==> src/rtl/fifo_pkg.sv <==
// Shared FIFO geometry, pointer-sync FSM states and fill-level arithmetic
// used by both the write-side and read-side pointer units.
package fifo_pkg;

  localparam int FIFO_S     = 8;
  localparam int FIFO_DEPTH = 90;

  typedef enum logic [1:0] {
    ST_IDLE   = 2'd0,
    ST_CAPT   = 2'd1,
    ST_COMMIT = 2'd2
  } sync_state_e;

  // Occupancy from pointer indices; on differing wrap bits the writer is one lap ahead.
  function automatic int unsigned fill_calc(input int unsigned wi,
                                            input int unsigned ri,
                                            input logic        same_wrap,
                                            input int unsigned depth);
    return same_wrap ? (wi - ri) : (depth - ri + wi);
  endfunction

endpackage

==> src/rtl/cdc_sync_bit.sv <==
// Multi-flop single-bit synchronizer with asynchronous active-high clear.
module cdc_sync_bit #(
  parameter int SYNC_STAGES = 2
) (
  input  logic clk,
  input  logic rst,
  input  logic d,
  output logic q
);

  logic [SYNC_STAGES-1:0] sync_ff;

  always_ff @(posedge clk or posedge rst) begin
    if (rst) sync_ff <= '0;
    else     sync_ff <= {sync_ff[SYNC_STAGES-2:0], d};
  end

  assign q = sync_ff[SYNC_STAGES-1];

endmodule

==> src/rtl/rd_ptr_sync_wr.sv <==
// Write-domain receiver of the read pointer via a toggle handshake; commits
// only plausible pointers and derives registered fill level / almost-full.
module rd_ptr_sync_wr
  import fifo_pkg::*;
#(
  parameter int S           = FIFO_S,
  parameter int DEPTH       = FIFO_DEPTH,
  parameter int SYNC_STAGES = 2,
  parameter int AF_THRESH   = 4
) (
  input  logic         wr_clk,
  input  logic         wr_rst,
  input  logic         rd_req_tgl,
  input  logic [S-1:0] rd_ptr_hold,
  input  logic [S-1:0] wr_ptr,
  output logic         rd_ack_tgl,
  output logic [S-1:0] rd_ptr_sync,
  output logic [S-1:0] fill_level,
  output logic         almost_full,
  output logic         ptr_err
);

  localparam logic [S-1:0] DEPTH_S  = S'(DEPTH);
  localparam logic [S-1:0] AF_LEVEL = S'(DEPTH - AF_THRESH);

  logic        req_s;
  logic        req_seen;
  sync_state_e state;
  logic [S-1:0] raw;
  logic        raw_valid;
  logic [S-1:0] fill_next;

  cdc_sync_bit #(.SYNC_STAGES(SYNC_STAGES)) u_req_sync (
    .clk (wr_clk),
    .rst (wr_rst),
    .d   (rd_req_tgl),
    .q   (req_s)
  );

  // A read pointer may not point past the storage nor ahead of the writer.
  always_comb begin
    raw_valid = 1'b1;
    if ({1'b0, raw[S-2:0]} >= DEPTH_S)
      raw_valid = 1'b0;
    else if ((raw[S-1] == wr_ptr[S-1]) && (raw[S-2:0] > wr_ptr[S-2:0]))
      raw_valid = 1'b0;
    else if ((raw[S-1] != wr_ptr[S-1]) && (raw[S-2:0] < wr_ptr[S-2:0]))
      raw_valid = 1'b0;
  end

  always_ff @(posedge wr_clk or posedge wr_rst) begin
    if (wr_rst) begin
      state       <= ST_IDLE;
      req_seen    <= 1'b0;
      raw         <= '0;
      rd_ptr_sync <= '0;
      rd_ack_tgl  <= 1'b0;
      ptr_err     <= 1'b0;
    end else begin
      case (state)
        ST_IDLE: begin
          if (req_s != req_seen) begin
            raw      <= rd_ptr_hold;
            req_seen <= req_s;
            state    <= ST_CAPT;
          end
        end
        ST_CAPT: state <= ST_COMMIT;
        ST_COMMIT: begin
          if (raw_valid) rd_ptr_sync <= raw;
          else           ptr_err     <= 1'b1;
          // Always acknowledge so the read side never waits forever.
          rd_ack_tgl <= ~rd_ack_tgl;
          state      <= ST_IDLE;
        end
        default: state <= ST_IDLE;
      endcase
    end
  end

  always_comb begin
    fill_next = S'(fill_calc(32'(wr_ptr[S-2:0]), 32'(rd_ptr_sync[S-2:0]),
                             wr_ptr[S-1] == rd_ptr_sync[S-1], DEPTH));
  end

  always_ff @(posedge wr_clk or posedge wr_rst) begin
    if (wr_rst) begin
      fill_level  <= '0;
      almost_full <= 1'b0;
    end else begin
      fill_level  <= fill_next;
      almost_full <= (fill_next >= AF_LEVEL);
    end
  end

endmodule

==> config.mk <==
export PLATFORM = sky130hd
export DESIGN_NAME = rd_ptr_sync_wr
export DESIGN_NICKNAME = d
export VERILOG_FILES = /design/src/rtl/fifo_pkg.sv /design/src/rtl/cdc_sync_bit.sv /design/src/rtl/rd_ptr_sync_wr.sv
export SDC_FILE = /design/constraint.sdc
export NUM_CORES = 1
export LEC_CHECK = 0
export CAP_MARGIN = 20
export CORE_MARGIN = 2
export CORE_UTILIZATION = 29
export DETAILED_ROUTE_END_ITERATION = 8
export PLACE_DENSITY_LB_ADDON = 0.12
export SYNTH_ARGS = -nofsm -noshare
export SYNTH_HDL_FRONTEND = slang
export SYNTH_SLANG_ARGS = --single-unit
==> constraint.sdc <==
create_clock -name wr_clk -period 2.8 [get_ports wr_clk]
set_input_delay 0.28 -clock wr_clk [delete_from_list [all_inputs] [get_ports wr_clk]]
set_output_delay 0.28 -clock wr_clk [all_outputs]
set_load 0.05 [all_outputs]
==> results.json, run 1 <==
{
  "synthAdderAreaFrac": 0.1842,
  "overflow": 0,
  "critical_path_required_ns": 2.95,
  "grt_pass1_wl_mm": 7.155,
  "viasPerCell": 4.389,
  "dr.first_iter.drc_count": 18,
  "rsz0062_at_grt": "no",
  "crit_start": "wr_ptr[1]",
  "cts_setup_buffers": 0,
  "drtAntennaViolNets": 0,
  "wl_mm": 4.225,
  "min_path_cells": 0,
  "die_w_um": 88.38,
  "die_y_um": 88.38,
  "cts_hold_buffers": 0,
  "fin_worst_skew_ns": 0.008475,
  "post_drt_wl_per_cell_um": 11.74,
  "seqCellArea_um2": 800.8,
  "synth_cell_types": 43,
  "setup_violations": 0,
  "clk_pin_slew_worst_paths_ns": 0.07,
  "crit_arrival_ns": 2.76,
  "grt_max_degree": 33,
  "cts_buffers": 5,
  "grt_pass1_vias": 1553,
  "dpl_cell_area_um2": 2648,
  "vdd_drop_max_mv": 0.4372,
  "synth-edff-count": 0,
  "core-area_um2": 6832,
  "r2r_end": "almost_full",
  "crit_fanout": 3,
  "num_io_pins": 38,
  "min_from": "u_req_sync.sync_ff[0]",
  "syn_area_um2": 2064,
  "gp_congestion": 0.8200,
  "synth_top_family_by_area": "adder cells",
  "ys_async_sr_fraction": 1.000,
  "synth_ff_type": "dfrtp_1",
  "cts_tree": "yes",
  "status": "finished, final reports clean",
  "worstMarginPinSlew_ns": 0.6616,
  "drive_above_1_share": 0.1439,
  "cts.sinks": 32,
  "ys_top_cells_by_area": "dfrtp_1, ha_1, nand2_1",
  "final.setup.tns_ns": 0,
  "rows": 30,
  "start_kind": "primary input",
  "min_period_ns": 2.613,
  "p_leak_nw": 1.295,
  "r2r_slack_ns": 0.28,
  "layout_commonest_cell": "clkdlybuf4s50_1",
  "cts_max_path_buffers": 2,
  "drc": 0,
  "maxCapViolCount": 0,
  "ys_seq_area_frac": 0.3879,
  "dieArea_um2": 7810,
  "htree_levels": 2,
  "vias": 1580,
  "multiInputGateArea_um2": 1147,
  "synth_top_cell_area_share": 0.3879,
  "worstSetupPathType": "in2reg",
  "r2r-start": "rd_ptr_sync[1]",
  "final_nets": 310,
  "antennaDiodeCount": 0,
  "fmax_mhz": 382.8,
  "design_area_um2": 2760,
  "antenna_found_initial": 0,
  "period_share": 0.9331,
  "power_density_nw_per_um2": 1301,
  "grt_usage": 0.1212,
  "drv_slew": 0,
  "portBuffers": 37,
  "synth-compound-area-share": 0.1127,
  "syn_to_final_growth_pct": 33.70,
  "yosys_register_bits": 32,
  "min_path_type": "reg2reg",
  "synth_simple_gate_area_frac": 0.1436,
  "yosys_warnings": 0,
  "reg2reg_depth": 10,
  "synth-xor-area-share": 0.05879,
  "final_cell_mix": "clkdlybuf4s50_1, nand2_1, dfrtp_1",
  "fill_cells": 711,
  "cts-root-buf": "clkbuf_8",
  "max_slew_margin": 0.5558,
  "synth_nets": 254,
  "syn_avg_cell_area_um2": 9.973,
  "initial_core_util": 0.3022,
  "synth_mux_area_frac": 0.05394,
  "yosysTopAreaCell": "dfrtp_1",
  "hold_path_end": "u_req_sync.sync_ff[1]",
  "hold_viol": 0,
  "end_kind": "flip-flop",
  "dp_hpwl_mm": 3.389,
  "holdWs_ns": 0.3536,
  "dr.pass1.iters": 3,
  "syn_inst": 207,
  "clk_latency_ns": 0.29
}
[routing by layer]
layer,global-route usage,vias to the layer above,part of all wire
met5,0,-,0
met4,0.03719,0,0.012
met3,0.03731,6,0.040
met2,0.2057,26,0.49
met1,0.1477,740,0.46
li1,-,808,-
[power breakdown]
group	internal, mW	switching [mW]	total [mW]
clock network	0.264	0.182	0.446
registers	0.685	0.164	0.850
logic	0.977	1.32	2.29
total	1.93	1.66	3.59
[flip-flops by register name, summed over array words and instances (netlist names)]
register / flops
fill_level: 8
almost_full: 1
ptr_err: 1
state: 2
req_seen: 1
rd_ack_tgl: 1
raw: 8
rd_ptr_sync: 8
u_req_sync.sync_ff: 2
[cell families after synthesis]
group,after synthesis
compound gates,33
xor+xnor,13
fa+ha+maj,28
buf+inv,32
flops,32
mux,10
simple gates,59
[cells in the mapped netlist (all sizes together), types with 2 or more instances]
| cell | count |
|---|---|
| nand3b | 2 |
| nand3 | 3 |
| nand2 | 32 |
| mux2 | 9 |
| nor2b | 2 |
| xor2 | 3 |
| o21a | 3 |
| nor4 | 3 |
| a21oi | 7 |
| nand2b | 4 |
| xnor2 | 10 |
| ha | 24 |
| dfrtp | 32 |
| o21ai | 7 |
| fa | 4 |
| nor3 | 2 |
| inv | 30 |
| a21o | 3 |
| a211oi | 3 |
| nor2 | 5 |
[critical path, cell delays in order]
cell and delay, ns:
clkdlybuf4s50_1 0.47, inv_1 0.06, ha_1 0.29, inv_1 0.04, ha_1 0.21, fa_1 0.41
nand3_1 0.14, a21o_1 0.12, a21oi_1 0.07, o31a_1 0.35, a211oi_2 0.17, o221ai_1 0.14
[metrics by stage]
| step | power [mW] | utilization | std cells | setup WS (ns) |
|---|---|---|---|---|
| floorplan | 2.468 | - | 207 | 0.1967 |
| global placement | 3.149 | 0.3875 | 352 | -0.1134 |
| detailed placement | 3.159 | 0.3875 | 352 | -0.1552 |
| CTS | 3.628 | 0.4033 | 360 | 0.1350 |
| global route | 3.909 | 0.4040 | 360 | 0.004701 |
| finish | 3.590 | 0.4040 | 360 | 0.1874 |
[worst max path at each step]
stage	to	depth (start not counted)	slack, ns
2_1_floorplan	almost_full	10	0.20
3_3_place_gp	almost_full	12	-0.11
3_5_place_dp	almost_full	12	-0.16
4_1_cts	almost_full	12	0.13
5_1_grt	almost_full	12	0.005
6_report	almost_full	12	0.19
[final cells by class]
class,count,area share
Clock buffer,6,0.02629
Tap cell,96,0.04352
Clock inverter,2,0.01269
Sequential cell,32,0.2901
Inverter,31,0.04216
Timing Repair Buffer,50,0.1695
Multi-Input combinational cell,143,0.4157
[timing repair]
item | in CTS | in global routing
endpoints found under the hold margin | 0 | 0
gates resized for setup | 0 | 1
endpoints found under the setup margin | 0 | 1
No activity file was read; power rests on OpenSTA's default activity.
==> run 2: changes to the inputs <==
Settings changed: CORE_MARGIN 2 to unset.
==> results.json, run 2 (synthesis results as in run 1) <==
{
  "num_io_pins": 38,
  "worst_slack_ns": 0.2255,
  "cts_hold_buffers": 0,
  "crit_start": "wr_ptr[1]",
  "critical_path.cell_chain": "clkdlybuf4s50_1 > inv_1 > ha_1 > inv_1 > ha_1 > fa_1 > nand3_2 > a21o_1 > a21oi_1 > o31a_1 > a211oi_1 > o221ai_1",
  "status": "finished, final reports clean",
  "min_period_ns": 2.574,
  "rows": 30,
  "setup_violations": 0,
  "min_path_type": "reg2reg",
  "antenna_found_initial": 0,
  "worstSetupPathType": "in2reg",
  "portBuffers": 37,
  "post-route-util": 0.4079,
  "hold_path_end": "u_req_sync.sync_ff[1]",
  "power_frac_seq": 0.236,
  "switchingPower_mw": 1.671,
  "critical_path.max_stage_delay_ns": 0.47,
  "highest_layer": "met4",
  "final_cell_mix": "clkdlybuf4s50_1, nand2_1, dfrtp_1",
  "p_leak_nw": 1.310,
  "max_slew_margin": 0.5872,
  "combPwrFrac": 0.637,
  "antennaDiodeCount": 0,
  "dr.pass1.iters": 4,
  "grt_max_degree": 33,
  "clk_pin_slew_worst_paths_ns": 0.08,
  "layout_commonest_cell": "clkdlybuf4s50_1",
  "power_density_nw_per_um2": 1293,
  "placedCellCount": 355,
  "clk_latency_ns": 0.29,
  "overflow": 0,
  "period_share": 0.9195,
  "die_w_um": 86.38,
  "final.setup.tns_ns": 0,
  "start_kind": "primary input",
  "wirelength_met1_mm": 1.901,
  "swShare": 0.4636,
  "fin_worst_skew_ns": 0.007977,
  "drtAntennaViolNets": 0,
  "grt_pass1_wl_mm": 7.569,
  "cts_setup_buffers": 0,
  "dpl_worst_slack_ns": -0.1197,
  "initial_core_util": 0.3022,
  "rsz0062_at_grt": "no",
  "top_regs": "fill_level: 8 flops, raw: 8 flops, rd_ptr_sync: 8 flops",
  "maxCapViolCount": 0,
  "reg2reg_depth": 10,
  "wl_met3_um": 123,
  "drc": 0,
  "r2r_end": "almost_full",
  "internal_power_mw": 1.933,
  "hold_viol": 0,
  "drv_slew": 0,
  "wl_mm": 4.243,
  "end_kind": "flip-flop",
  "slowest_stage": "clkdlybuf4s50_1",
  "cts_buffers": 5,
  "crit_arrival_ns": 2.73,
  "cts_tree": "yes",
  "power_frac_clock": 0.127,
  "grt_usage": 0.1301,
  "gp_congestion": 0.7759,
  "dp_hpwl_mm": 3.407,
  "min_from": "u_req_sync.sync_ff[0]",
  "cts-root-buf": "clkbuf_8",
  "viasPerCell": 4.364,
  "htree_levels": 2,
  "drive_above_1_share": 0.1573,
  "stdcell_count": 363,
  "cts_max_path_buffers": 2,
  "vias": 1584,
  "fmax_mhz": 388.4,
  "worstMarginPinSlew_ns": 0.6147,
  "critical_path_required_ns": 2.95,
  "power_mw": 3.603,
  "crit_fanout": 3,
  "grt_pass1_vias": 1699,
  "r2r_slack_ns": 0.33,
  "post_drt_wl_per_cell_um": 11.69,
  "r2r-start": "rd_ptr_sync[1]",
  "dieArea_um2": 7461,
  "syn_to_final_growth_pct": 34.97,
  "final_nets": 313,
  "die_y_um": 86.38,
  "vdd_drop_max_mv": 0.4032,
  "dr.first_iter.drc_count": 23,
  "met2_length_mm": 2.188,
  "cts.sinks": 32,
  "core-area_um2": 6832,
  "min_path_cells": 0
}
[run 2: changes by cell type in the layout (fill, tap and decap cells not counted)]
cell        change
a211oi_1        +1
nand3_1         -1
clkbuf_1        -1
clkinvlp_4      +1
a211oi_2        -1
nand3_2         +1
buf_4           +3
[run 2: per-stage QoR]
stage,instance area [um2],hold slack [ns]
floorplan,2064,0.3114
global placement,2670,0.3349
detailed placement,2670,0.3355
CTS,2781,0.3629
global route,2786,0.3740
finish,2786,0.3554
[run 2: per-layer routing]
layer	vias up	track usage
met5	-	0
met4	0	0.04091
met2	25	0.2345
met1	748	0.1549
met3	2	0.02667
li1	809	-
[run 2: what timing repair did]
item                                   in CTS  in global routing
setup endpoints to repair                   0                  1
resized for setup                           0                  1
endpoints found under the hold margin       0                  0
[run 2: area by class of cell]
type	count	area [um2]
flip-flops and latches	32	800.8
fillers	712	4045
repair buffers	53	490.5
clock inverters	3	42.54
inverters	31	116.4
multi-input cells	143	1147
clock buffers	5	68.82
well taps	96	120.1
[run 2: worst max-delay path: cells and delay by family]
family	cells	cell delay, ns
adder cells (fa/ha/maj)	3	0.92
AO/OA/AOI/OAI	5	0.83
buffers and inverters	3	0.58
AND/OR/NAND/NOR	1	0.11
[run 2: how the worst max path moves through the flow]
stage / endpoint / slack [ns] / depth (start not counted)
floorplan: almost_full / 0.20 / 10
global placement: almost_full / -0.11 / 12
detailed placement: almost_full / -0.12 / 12
CTS: almost_full / 0.19 / 12
global route: almost_full / 0.04 / 12
finish: almost_full / 0.23 / 12
[run 2: power groups by stage]
stage	combinational (mW)	clock, mW	sequential, mW
finish	2.30	0.456	0.852
global route	2.54	0.494	0.888
CTS	2.32	0.473	0.858
detailed placement	2.31	0	0.868
global placement	2.30	0	0.865
floorplan	1.18	0	1.29
==> RTL edit, RTL diff (flow settings as in run 2) <==
Reset style: synchronous (`rst` and `wr_rst`), changed in 3 clocked blocks. Comments in the files are not updated.
--- a/src/rtl/cdc_sync_bit.sv
+++ b/src/rtl/cdc_sync_bit.sv
@@ -10,7 +10,7 @@
 
   logic [SYNC_STAGES-1:0] sync_ff;
 
-  always_ff @(posedge clk or posedge rst) begin
+  always_ff @(posedge clk) begin
     if (rst) sync_ff <= '0;
     else     sync_ff <= {sync_ff[SYNC_STAGES-2:0], d};
   end
--- a/src/rtl/rd_ptr_sync_wr.sv
+++ b/src/rtl/rd_ptr_sync_wr.sv
@@ -48,7 +48,7 @@
       raw_valid = 1'b0;
   end
 
-  always_ff @(posedge wr_clk or posedge wr_rst) begin
+  always_ff @(posedge wr_clk) begin
     if (wr_rst) begin
       state       <= ST_IDLE;
       req_seen    <= 1'b0;
@@ -83,7 +83,7 @@
                              wr_ptr[S-1] == rd_ptr_sync[S-1], DEPTH));
   end
 
-  always_ff @(posedge wr_clk or posedge wr_rst) begin
+  always_ff @(posedge wr_clk) begin
     if (wr_rst) begin
       fill_level  <= '0;
       almost_full <= 1'b0;
Behaviour: differs if wr_rst is asserted again (counterexample within 4 cycles, from zero or initial values and one cycle with wr_rst high); with wr_rst held inactive, the same outputs for 10 cycles.
==> RTL edit against run 2 <==
- area after synthesis down 0.12%
- worst setup slack worse by 0.084 ns
- first-iteration DRC count up 57%
- count of clock-buffer cells in the layout unchanged
- sequential cell count unchanged
- final area up 0.31%
- critical path depth unchanged
- routed wire length up 2.2%
- global-route usage about the same
- clock skew up 0.00069 ns
- critical path type unchanged
Power is not compared: it rests on default switching activity, and its combinational part moved more than twofold at a synthesized area within 25%.
==> RTL edit: results (changes against run 2) <==
* Status: completed
* Fin crit period at 2.66 ns (+0.0839 ns)
* Global-route wire length before repair at 7480 um (-1.2%)
* Worst Path Arrival at 2.89 ns (+0.16 ns)
* PortBufs at 37 (unchanged)
* Max VDD drop at 0.000229 V
* Max clock buf depth at 2 (unchanged)
* Fin nets at 333 (+6.4%)
* Clock skew at 0.00866 ns (+0.000686 ns)
* Syn Nets at 274 (+7.9%)
* GRT Overall Usage at 13.0% (about the same)
* TritonCTS Buffers at 5 (unchanged)
* Clk Latency, worst-skew pair at 0.29 ns (about the same)
* Clock root cell: clkbuf_8
* Initial DRC Count at 36 (+57%)
* Layout cell share with drive strength beyond 1 at 12.5% (-3.2 points)
* Hold WC Path Type: flip-flop to flip-flop
* Max incr delay on CP at 0.55 ns (+0.08 ns)
* CP Max Fanout at 3 (unchanged)
* Count of different cell masters after synthesis at 44 (+2.3%)
* Detailed Routing Iterations Pass 1 at 4 (unchanged)
* Psw at 0.351 mW
* Antenna violations before repair at 0 (unchanged)
* Reg clk slew, reported paths at 0.07 ns
* Cells taking the most area after synthesis: dfxtp_1 31%, ha_1 15%, mux2i_1 7.8%
* Top Registers: fill_level x8, raw x8, rd_ptr_sync x8
* Most numerous cell in the Yosys netlist: dfxtp_1
* Largest net degree at the start of global routing at 33 (unchanged)
* Via density at 4.38 (+0.46%)
* Vias in the first global route at 1631 (-4.0%)
* Post-Place Setup Slack at -0.246 ns (-0.127 ns)
* GPL Wtd Cong at 0.737 (-5.0%)
* Post-synthesis sequential area ratio at 31.1% (-7.7 points)
* DP HPWL at 3410 um (about the same)
* Tightest Pin Transition at 0.494 ns (-0.121 ns)
* Yosys warning total at 0 (unchanged)
* H-tree depth at 2 (unchanged)
* Leak at 1.22 nW
* Synth top cells by count: 32 x dfxtp_1, 25 x inv_1, 24 x ha_1, 21 x nor2_1, 18 x nand2b_1
* CP delay by family, top: adder cells
* Post-CTS setup buffer count at 0 (unchanged)
* Slowest CP cell: or4_1
* Async S/R FF share, synth at 0% (-100 points)
* Post-Route WL at 4340 um (+2.2%)
* Die area at 7450 um^2 (-0.13%)
* N_diodes at 0 (unchanged)
* Reg2Reg Setup Slack at 0.30 ns (-0.03 ns)
-- RTL edit: cell count changes after synthesis, moves of 5 or more --
cell      before  now
dfrtp_1       32    0
dfxtp_1        0   32
inv_1         30   25
mux2_2         9    1
mux2i_1        1   16
nand2_1       32    8
nand2b_1       4   18
nor2_1         5   21
xnor2_1       10    4
-- RTL edit: what timing repair did --
| action | in CTS | in global routing |
|---|---|---|
| setup endpoints to repair | 0 | 1 |
| resized for setup | 0 | 2 |
| hold buffers | 0 | 0 |
-- RTL edit: logic make-up after synthesis --
logic type / Yosys count / share of synthesized area [%]
fa+ha+maj: 28 / 18.4
buf+inv: 31 / 6.19
flops: 32 / 31.1
simple gates: 68 / 17.3
compound gates: 40 / 13.3
xor+xnor: 11 / 5.40
mux: 17 / 8.31
-- RTL edit: worst paths after layout --
kind / cells past startpoint / to / from
setup / recovery: 12 / almost_full / wr_ptr[1]
hold / removal: 1 / u_req_sync.sync_ff[1] / u_req_sync.sync_ff[0]
setup reg to reg: 10 / almost_full / rd_ptr_sync[1]
hold reg to reg: 1 / u_req_sync.sync_ff[1] / u_req_sync.sync_ff[0]
-- RTL edit: power by group through the flow --
stage | clock [mW] | combinational (mW) | sequential, mW
2_1_floorplan | 0 | 0.134 | 0.545
3_3_place_gp | 0 | 0.285 | 0.500
3_5_place_dp | 0 | 0.285 | 0.500
4_1_cts | 0.477 | 0.287 | 0.489
5_1_grt | 0.494 | 0.314 | 0.492
6_report | 0.452 | 0.284 | 0.489
-- RTL edit: cell type report --
| type | count | area (um^2) |
|---|---|---|
| fillers | 750 | 4040 |
| multi-input cells | 164 | 1300 |
| flip-flops and latches | 32 | 641 |
| repair buffers | 58 | 528 |
| well taps | 96 | 120 |
| inverters | 25 | 93.8 |
| clock buffers | 5 | 68.8 |
| clock inverters | 3 | 42.5 |
-- RTL edit: layer usage --
metal  vias to the layer above  global-route usage [%]  routed length, um
met4                         0                    4.09                 35
met2                        27                    21.9               2050
met1                       753                    15.8               2060
met3                         4                    4.29                186
met5                         -                       0                  0
li1                        895                       -                  -
-- RTL edit: stage by stage --
| step | hold slack [ns] | std cells | cell area [um^2] |
|---|---|---|---|
| floorplan | 0.408 | 227 | 2060 |
| global placement | 0.433 | 375 | 2680 |
| detailed placement | 0.442 | 375 | 2680 |
| CTS | 0.453 | 383 | 2790 |
| global route | 0.464 | 383 | 2800 |
| finish | 0.446 | 383 | 2800 |
-- RTL edit: worst reg2reg max path: cells and delay by family, from the launching register on --
family | cells | cell delay (ns)
AOI/OAI and AO/OA | 4 | 0.48
adders and majority gates | 3 | 0.87
buffers and inverters | 1 | 0.05
DFF | 1 | 0.35
and+or+nand+nor | 2 | 0.69
